### config.mk
export PLATFORM = sky130hd
export DESIGN_NAME = board_renderer
export DESIGN_NICKNAME = d
export VERILOG_FILES = /design/src/rtl/board_renderer.sv
export SDC_FILE = /design/constraint.sdc
export NUM_CORES = 1
export LEC_CHECK = 0
export BUFFER_PORTS_ARGS = -buffer_cell sky130_fd_sc_hd__clkbuf_2
export CORE_UTILIZATION = 45
export DETAILED_ROUTE_END_ITERATION = 16
export PLACE_DENSITY_LB_ADDON = 0.2
export SYNTH_ARGS = -nofsm -noshare
export SYNTH_HDL_FRONTEND = slang
export SYNTH_SLANG_ARGS = --single-unit
export TNS_END_PERCENT = 100
### constraint.sdc
create_clock -name clk -period 5.61 [get_ports clk]
set_input_delay 0.8415 -clock clk [delete_from_list [all_inputs] [get_ports clk]]
set_output_delay 0.8415 -clock clk [all_outputs]
set_load 0.05 [all_outputs]
### src/rtl/board_renderer.sv
// Minesweeper board renderer: scans the tile grid one pixel per clock and emits
// registered plots (x, y, color, writeEn) to the 160x120 VGA adapter.
module board_renderer #(
    parameter int COLS     = 8,
    parameter int ROWS     = 8,
    parameter int TILE_W   = 19,
    parameter int TILE_H   = 14,
    parameter int ORIGIN_X = 0,
    parameter int ORIGIN_Y = 0,
    localparam int N       = COLS * ROWS,
    localparam int IDX_W   = (N > 1) ? $clog2(N) : 1
) (
    input  logic             clk,
    input  logic             resetn,
    input  logic             go,
    input  logic             go_tile,
    input  logic [IDX_W-1:0] tile_idx,
    input  logic             reveal_all,
    input  logic [N-1:0]     mineMap,
    input  logic [N-1:0]     flagMap,
    input  logic [N-1:0]     stepMap,
    output logic [7:0]       x,
    output logic [6:0]       y,
    output logic [2:0]       color,
    output logic             writeEn,
    output logic             busy,
    output logic             done
);

    localparam int COL_W = (COLS > 1) ? $clog2(COLS) : 1;
    localparam int ROW_W = (ROWS > 1) ? $clog2(ROWS) : 1;
    localparam int PX_W  = (TILE_W > 1) ? $clog2(TILE_W) : 1;
    localparam int PY_W  = (TILE_H > 1) ? $clog2(TILE_H) : 1;

    typedef enum logic [1:0] {S_IDLE, S_LATCH, S_DRAW, S_DONE} state_e;

    state_e           state_q, state_d;
    logic [IDX_W-1:0] tile_q, tile_d, last_q, last_d;
    logic [COL_W-1:0] col_q, col_d;
    logic [ROW_W-1:0] row_q, row_d;
    logic [PX_W-1:0]  px_q, px_d;
    logic [PY_W-1:0]  py_q, py_d;
    logic [N-1:0]     mine_q, flag_q, step_q;
    logic             reveal_q;
    logic             snap_en;
    logic [7:0]       x_q, x_n;
    logic [6:0]       y_q, y_n;
    logic [2:0]       color_q, color_n;
    logic             tile_mine, tile_flag, tile_step, on_grid;

    // NOTE: every variable gets a default first so no branch can infer a latch.
    always_comb begin
        state_d = state_q;
        tile_d  = tile_q;
        last_d  = last_q;
        col_d   = col_q;
        row_d   = row_q;
        px_d    = px_q;
        py_d    = py_q;
        snap_en = 1'b0;
        case (state_q)
            S_IDLE: begin
                if (go) begin
                    state_d = S_LATCH;
                    snap_en = 1'b1;
                    tile_d  = '0;
                    last_d  = IDX_W'(N - 1);
                    col_d   = '0;
                    row_d   = '0;
                    px_d    = '0;
                    py_d    = '0;
                end else if (go_tile && (32'(tile_idx) < N)) begin
                    state_d = S_LATCH;
                    snap_en = 1'b1;
                    tile_d  = tile_idx;
                    last_d  = tile_idx;
                    col_d   = COL_W'(32'(tile_idx) % COLS);
                    row_d   = ROW_W'(32'(tile_idx) / COLS);
                    px_d    = '0;
                    py_d    = '0;
                end
            end
            S_LATCH: state_d = S_DRAW;
            S_DRAW: begin
                if (px_q != PX_W'(TILE_W - 1)) begin
                    px_d = px_q + PX_W'(1);
                end else begin
                    px_d = '0;
                    if (py_q != PY_W'(TILE_H - 1)) begin
                        py_d = py_q + PY_W'(1);
                    end else begin
                        py_d = '0;
                        if (tile_q == last_q) begin
                            state_d = S_DONE;
                        end else begin
                            tile_d = tile_q + IDX_W'(1);
                            if (col_q == COL_W'(COLS - 1)) begin
                                col_d = '0;
                                row_d = row_q + ROW_W'(1);
                            end else begin
                                col_d = col_q + COL_W'(1);
                            end
                        end
                    end
                end
            end
            S_DONE:  state_d = S_IDLE;
            default: state_d = S_IDLE;
        endcase
    end

    // Plot registers are loaded from the next pixel position, so in DRAW the
    // counters always describe the pixel currently on the outputs.
    assign tile_mine = mine_q[tile_d];
    assign tile_flag = flag_q[tile_d];
    assign tile_step = step_q[tile_d];
    assign on_grid   = (px_d == PX_W'(TILE_W - 1)) || (py_d == PY_W'(TILE_H - 1));
    assign x_n       = 8'(32'(ORIGIN_X) + 32'(col_d) * 32'(TILE_W) + 32'(px_d));
    assign y_n       = 7'(32'(ORIGIN_Y) + 32'(row_d) * 32'(TILE_H) + 32'(py_d));

    always_comb begin
        if (on_grid)                     color_n = 3'b000;
        else if (tile_step && tile_mine) color_n = 3'b100;
        else if (tile_step)              color_n = 3'b111;
        else if (tile_flag)              color_n = 3'b010;
        else if (reveal_q && tile_mine)  color_n = 3'b101;
        else                             color_n = 3'b001;
    end

    // NOTE: sequential state uses non-blocking assignments only.
    always_ff @(posedge clk or negedge resetn) begin
        if (!resetn) begin
            state_q  <= S_IDLE;
            tile_q   <= '0;
            last_q   <= '0;
            col_q    <= '0;
            row_q    <= '0;
            px_q     <= '0;
            py_q     <= '0;
            mine_q   <= '0;
            flag_q   <= '0;
            step_q   <= '0;
            reveal_q <= 1'b0;
            x_q      <= '0;
            y_q      <= '0;
            color_q  <= '0;
        end else begin
            state_q <= state_d;
            tile_q  <= tile_d;
            last_q  <= last_d;
            col_q   <= col_d;
            row_q   <= row_d;
            px_q    <= px_d;
            py_q    <= py_d;
            // Snapshot on request acceptance so the first pixel can leave LATCH registered.
            if (snap_en) begin
                mine_q   <= mineMap;
                flag_q   <= flagMap;
                step_q   <= stepMap;
                reveal_q <= reveal_all;
            end
            if (state_d == S_DRAW) begin
                x_q     <= x_n;
                y_q     <= y_n;
                color_q <= color_n;
            end
        end
    end

    assign x       = x_q;
    assign y       = y_q;
    assign color   = color_q;
    assign writeEn = (state_q == S_DRAW);
    assign busy    = (state_q == S_LATCH) || (state_q == S_DRAW);
    assign done    = (state_q == S_DONE);

endmodule

==> reports/qor.csv <==
stage,metric,value,unit
timing,RSZ-0062 raised after global routing,false,
flow_run,max-cap viol count,0,
timing,Final WS setup,934,ps
synth,Synth Net Count,1635,
global_route,initial antenna violation count,0,
floorplan,Core Region,26900,um^2
drt,DR vias/cell,5.40,
setup_path,"Max FO, Critical Path",11,
global_route,largest net degree at the start of global routing,193,
global_route,first-pass GRT wire length,54100,um
floorplan,Ports,224,
place,number of I/O port buffers,223,
timing,ratio of final minimum period to clock period,83.4,%
clock_tree,Clock Tree Root,clkbuf_16,
global_route,gr usage total,24.2,%
timing,Max Clock Freq,214,MHz
cells_and_area,final core utilization,55.0,%
clock_tree,Worst-path clk slew,60,ps
clock_tree,# resized after CTS,0,
synth,Main synth FF type,dfrtp_1,
floorplan,DIE AREA,28000,um^2
cells_and_area,Inserted Diodes,0,
clock_tree,Num CTS Buffers,27,
synth,Synth area leaders,"dfrtp_1 49%, nand2_1 19%, mux2i_1 6.6%, ha_1 3.2%, clkbuf_1 1.9%",
place,placed cell count,1892,
drt,DR pass1 iterations,5,
clock_tree,H-tree levels,1,
cells_and_area,layout cells sized above 1,19.6,%
synth,Post-synth ARST share,100,%
setup_path,reg2reg setup slack,930,ps
place,pre-CTS worst setup slack,751,ps
timing,Final Setup Violations,0,
power,VDD IR-drop max,0.000291,V
floorplan,Die W,167,um
timing,Slew HR,28.8,%
clock_tree,CTS Hold Bufs,0,
floorplan,effective utilization at floorplan,45.9,%
timing,Hold Fails Final Rpt,0,
timing,setup_tns,0,ps
clock_tree,Skew-Pair Late Insertion Delay,560,ps
clock_tree,CTS tree,yes,
drt,Residual DRC,0,
synth,Yosys top cell by area,dfrtp_1,
timing,Tmin final,4680,ps
timing,fin. max-slew vios,0,
setup_path,Worst setup SP type,flip-flop,
synth,synthesis warning total,0,
drt,initial DRC count,673,
place,placed instance area,13700,um^2
clock_tree,postcts setup bufs,0,
synth,post-synth top area share,48.7,%
timing,worst-margin pin slew,1070,ps
drt,drt total wl,33400,um
status,outcome,"complete, no violations",
synth,cell area after synthesis,12300,um^2
cells_and_area,NumNets Final,1821,
cells_and_area,"non-filler cells, final",1941,
worst_hold_path,Hold WC Path Type,in2async,
timing,Fin Hold WS,256,ps
global_route,grt ovf,0,
synth,Cells after Synth,1394,
place,HPWL after DPL,23200,um
setup_path,crit path kind,reg2reg,
clock_tree,# clock sinks,240,
synth,"FF+latch count, synth",240,
drt,Vias,10500,
drt,ANT nets after route,0,
cells_and_area,Area Growth Syn to Fin,19.9,%
floorplan,# rows,60,
synth,top-count cell post-synth,nand2_1,
synth,post-synthesis cell type count,71,
power,pwr dens,604,nW/um^2
drt,routed length per instance,17.2,um
synth,most common library cells after synthesis,"625 x nand2_1, 240 x dfrtp_1, 81 x mux2i_1, 61 x clkbuf_1, 33 x o21ai_0",
synth,"EDFF count, synth",0,
place,GPL Wtd Cong,0.905,
setup_path,arrival time worst endpoint,5100,ps
timing,Worst Clk Skew,19.1,ps
synth,"Avg Cell Area, Syn",8.84,um^2
setup_path,data required time of the worst path,6030,ps
power,Pleak,7.98,nW
setup_path,Worst Setup End Kind,flip-flop,
power,total power,8.92,mW
global_route,vias in the first global route,10300,
cells_and_area,final instance area,14800,um^2
synth,register area share after synthesis,48.7,%
floorplan,Die H,167,um
clock_tree,largest buffer count on any clock path,3,
## kinds of logic after synthesis
family,synth area share [%]
multiplexers,8.41
XOR/XNOR,1.14
buffers and inverters,3.73
adder cells (fa/ha/maj),4.22
flip-flops,48.7
AO/OA/AOI/OAI,9.90
AND/OR/NAND/NOR,23.9
## worst paths after layout
kind,start,endpoint,cells past startpoint
worst max-delay path,py_q[1],y[6],19
worst min-delay path,resetn,step_q[5],1
worst max register to register,py_q[1],y[6],19
worst min register to register,step_q[30],step_q[30],2
max in group asynchronous,resetn,tile_q[3],2
min in group clk,mineMap[6],mine_q[6],3
## flip-flops by register name, indices dropped and copies added (netlist names)
register / count
flag_q: 64
state_q: 2
y: 7
last_q: 6
color: 3
py_q: 4
step_q: 64
col_q: 3
tile_q: 6
mine_q: 64
x: 8
reveal_q: 1
px_q: 5
row_q: 3
## cell usage in the layout (no fill, tap or decap), types with 4 or more instances in the layout
master and n:
inv_1 26, o21ai_0 33, and4_1 11, nand2_1 625, o2111ai_1 6, a211oi_1 10
xnor2_1 13, o22a_1 6, clkbuf_16 27, a21oi_1 23, a221oi_1 4, nor2_1 21
nand4_1 16, clkbuf_8 6, dfrtp_1 240, clkbuf_2 222, and3_1 4, nand3_1 15
a211o_1 4, a21o_1 6, fa_1 6, buf_4 10, bufinv_16 8, buf_12 4
mux2i_1 81, a31oi_1 5, mux2_2 17, o211ai_1 5, o31ai_1 9, a2111oi_0 10
ha_1 32, and2_1 5, a22oi_1 11
## critical path, cell delays in order (launching register included)
cell	delay, ps
dfrtp_1	420
inv_1	110
ha_1	170
and3_1	250
nand2_1	210
a21oi_1	230
buf_4	210
nand3_1	100
xnor2_1	140
a222oi_1	470
inv_1	220
fa_1	570
ha_1	230
ha_1	320
a21oi_1	300
nor2_1	100
a31oi_1	160
o21ai_0	100
a21oi_1	140
o21ai_0	80
## layer usage
| layer | routed length, um | global-route usage [%] |
|---|---|---|
| met5 | 0 | 0 |
| met4 | 842 | 7.06 |
| met3 | 1920 | 4.11 |
| met2 | 15900 | 39.7 |
| met1 | 14700 | 32.8 |
## power by group
group          internal (mW)  total, mW  leakage (nW)  switching [mW]
registers               2.53       3.00          2.98           0.462
clock network           1.33       2.08         0.519           0.751
logic                   1.39       3.84          4.48            2.45
## final cells by class
cell class	count	area [um^2]
clock buffer	33	758
clock inverter	16	308
fill	2519	12100
inverter	29	109
multi-input combinational	1045	5880
sequential	240	6010
tap	341	427
timing repair buffer	237	1280
(Power assumes the default switching activity.)
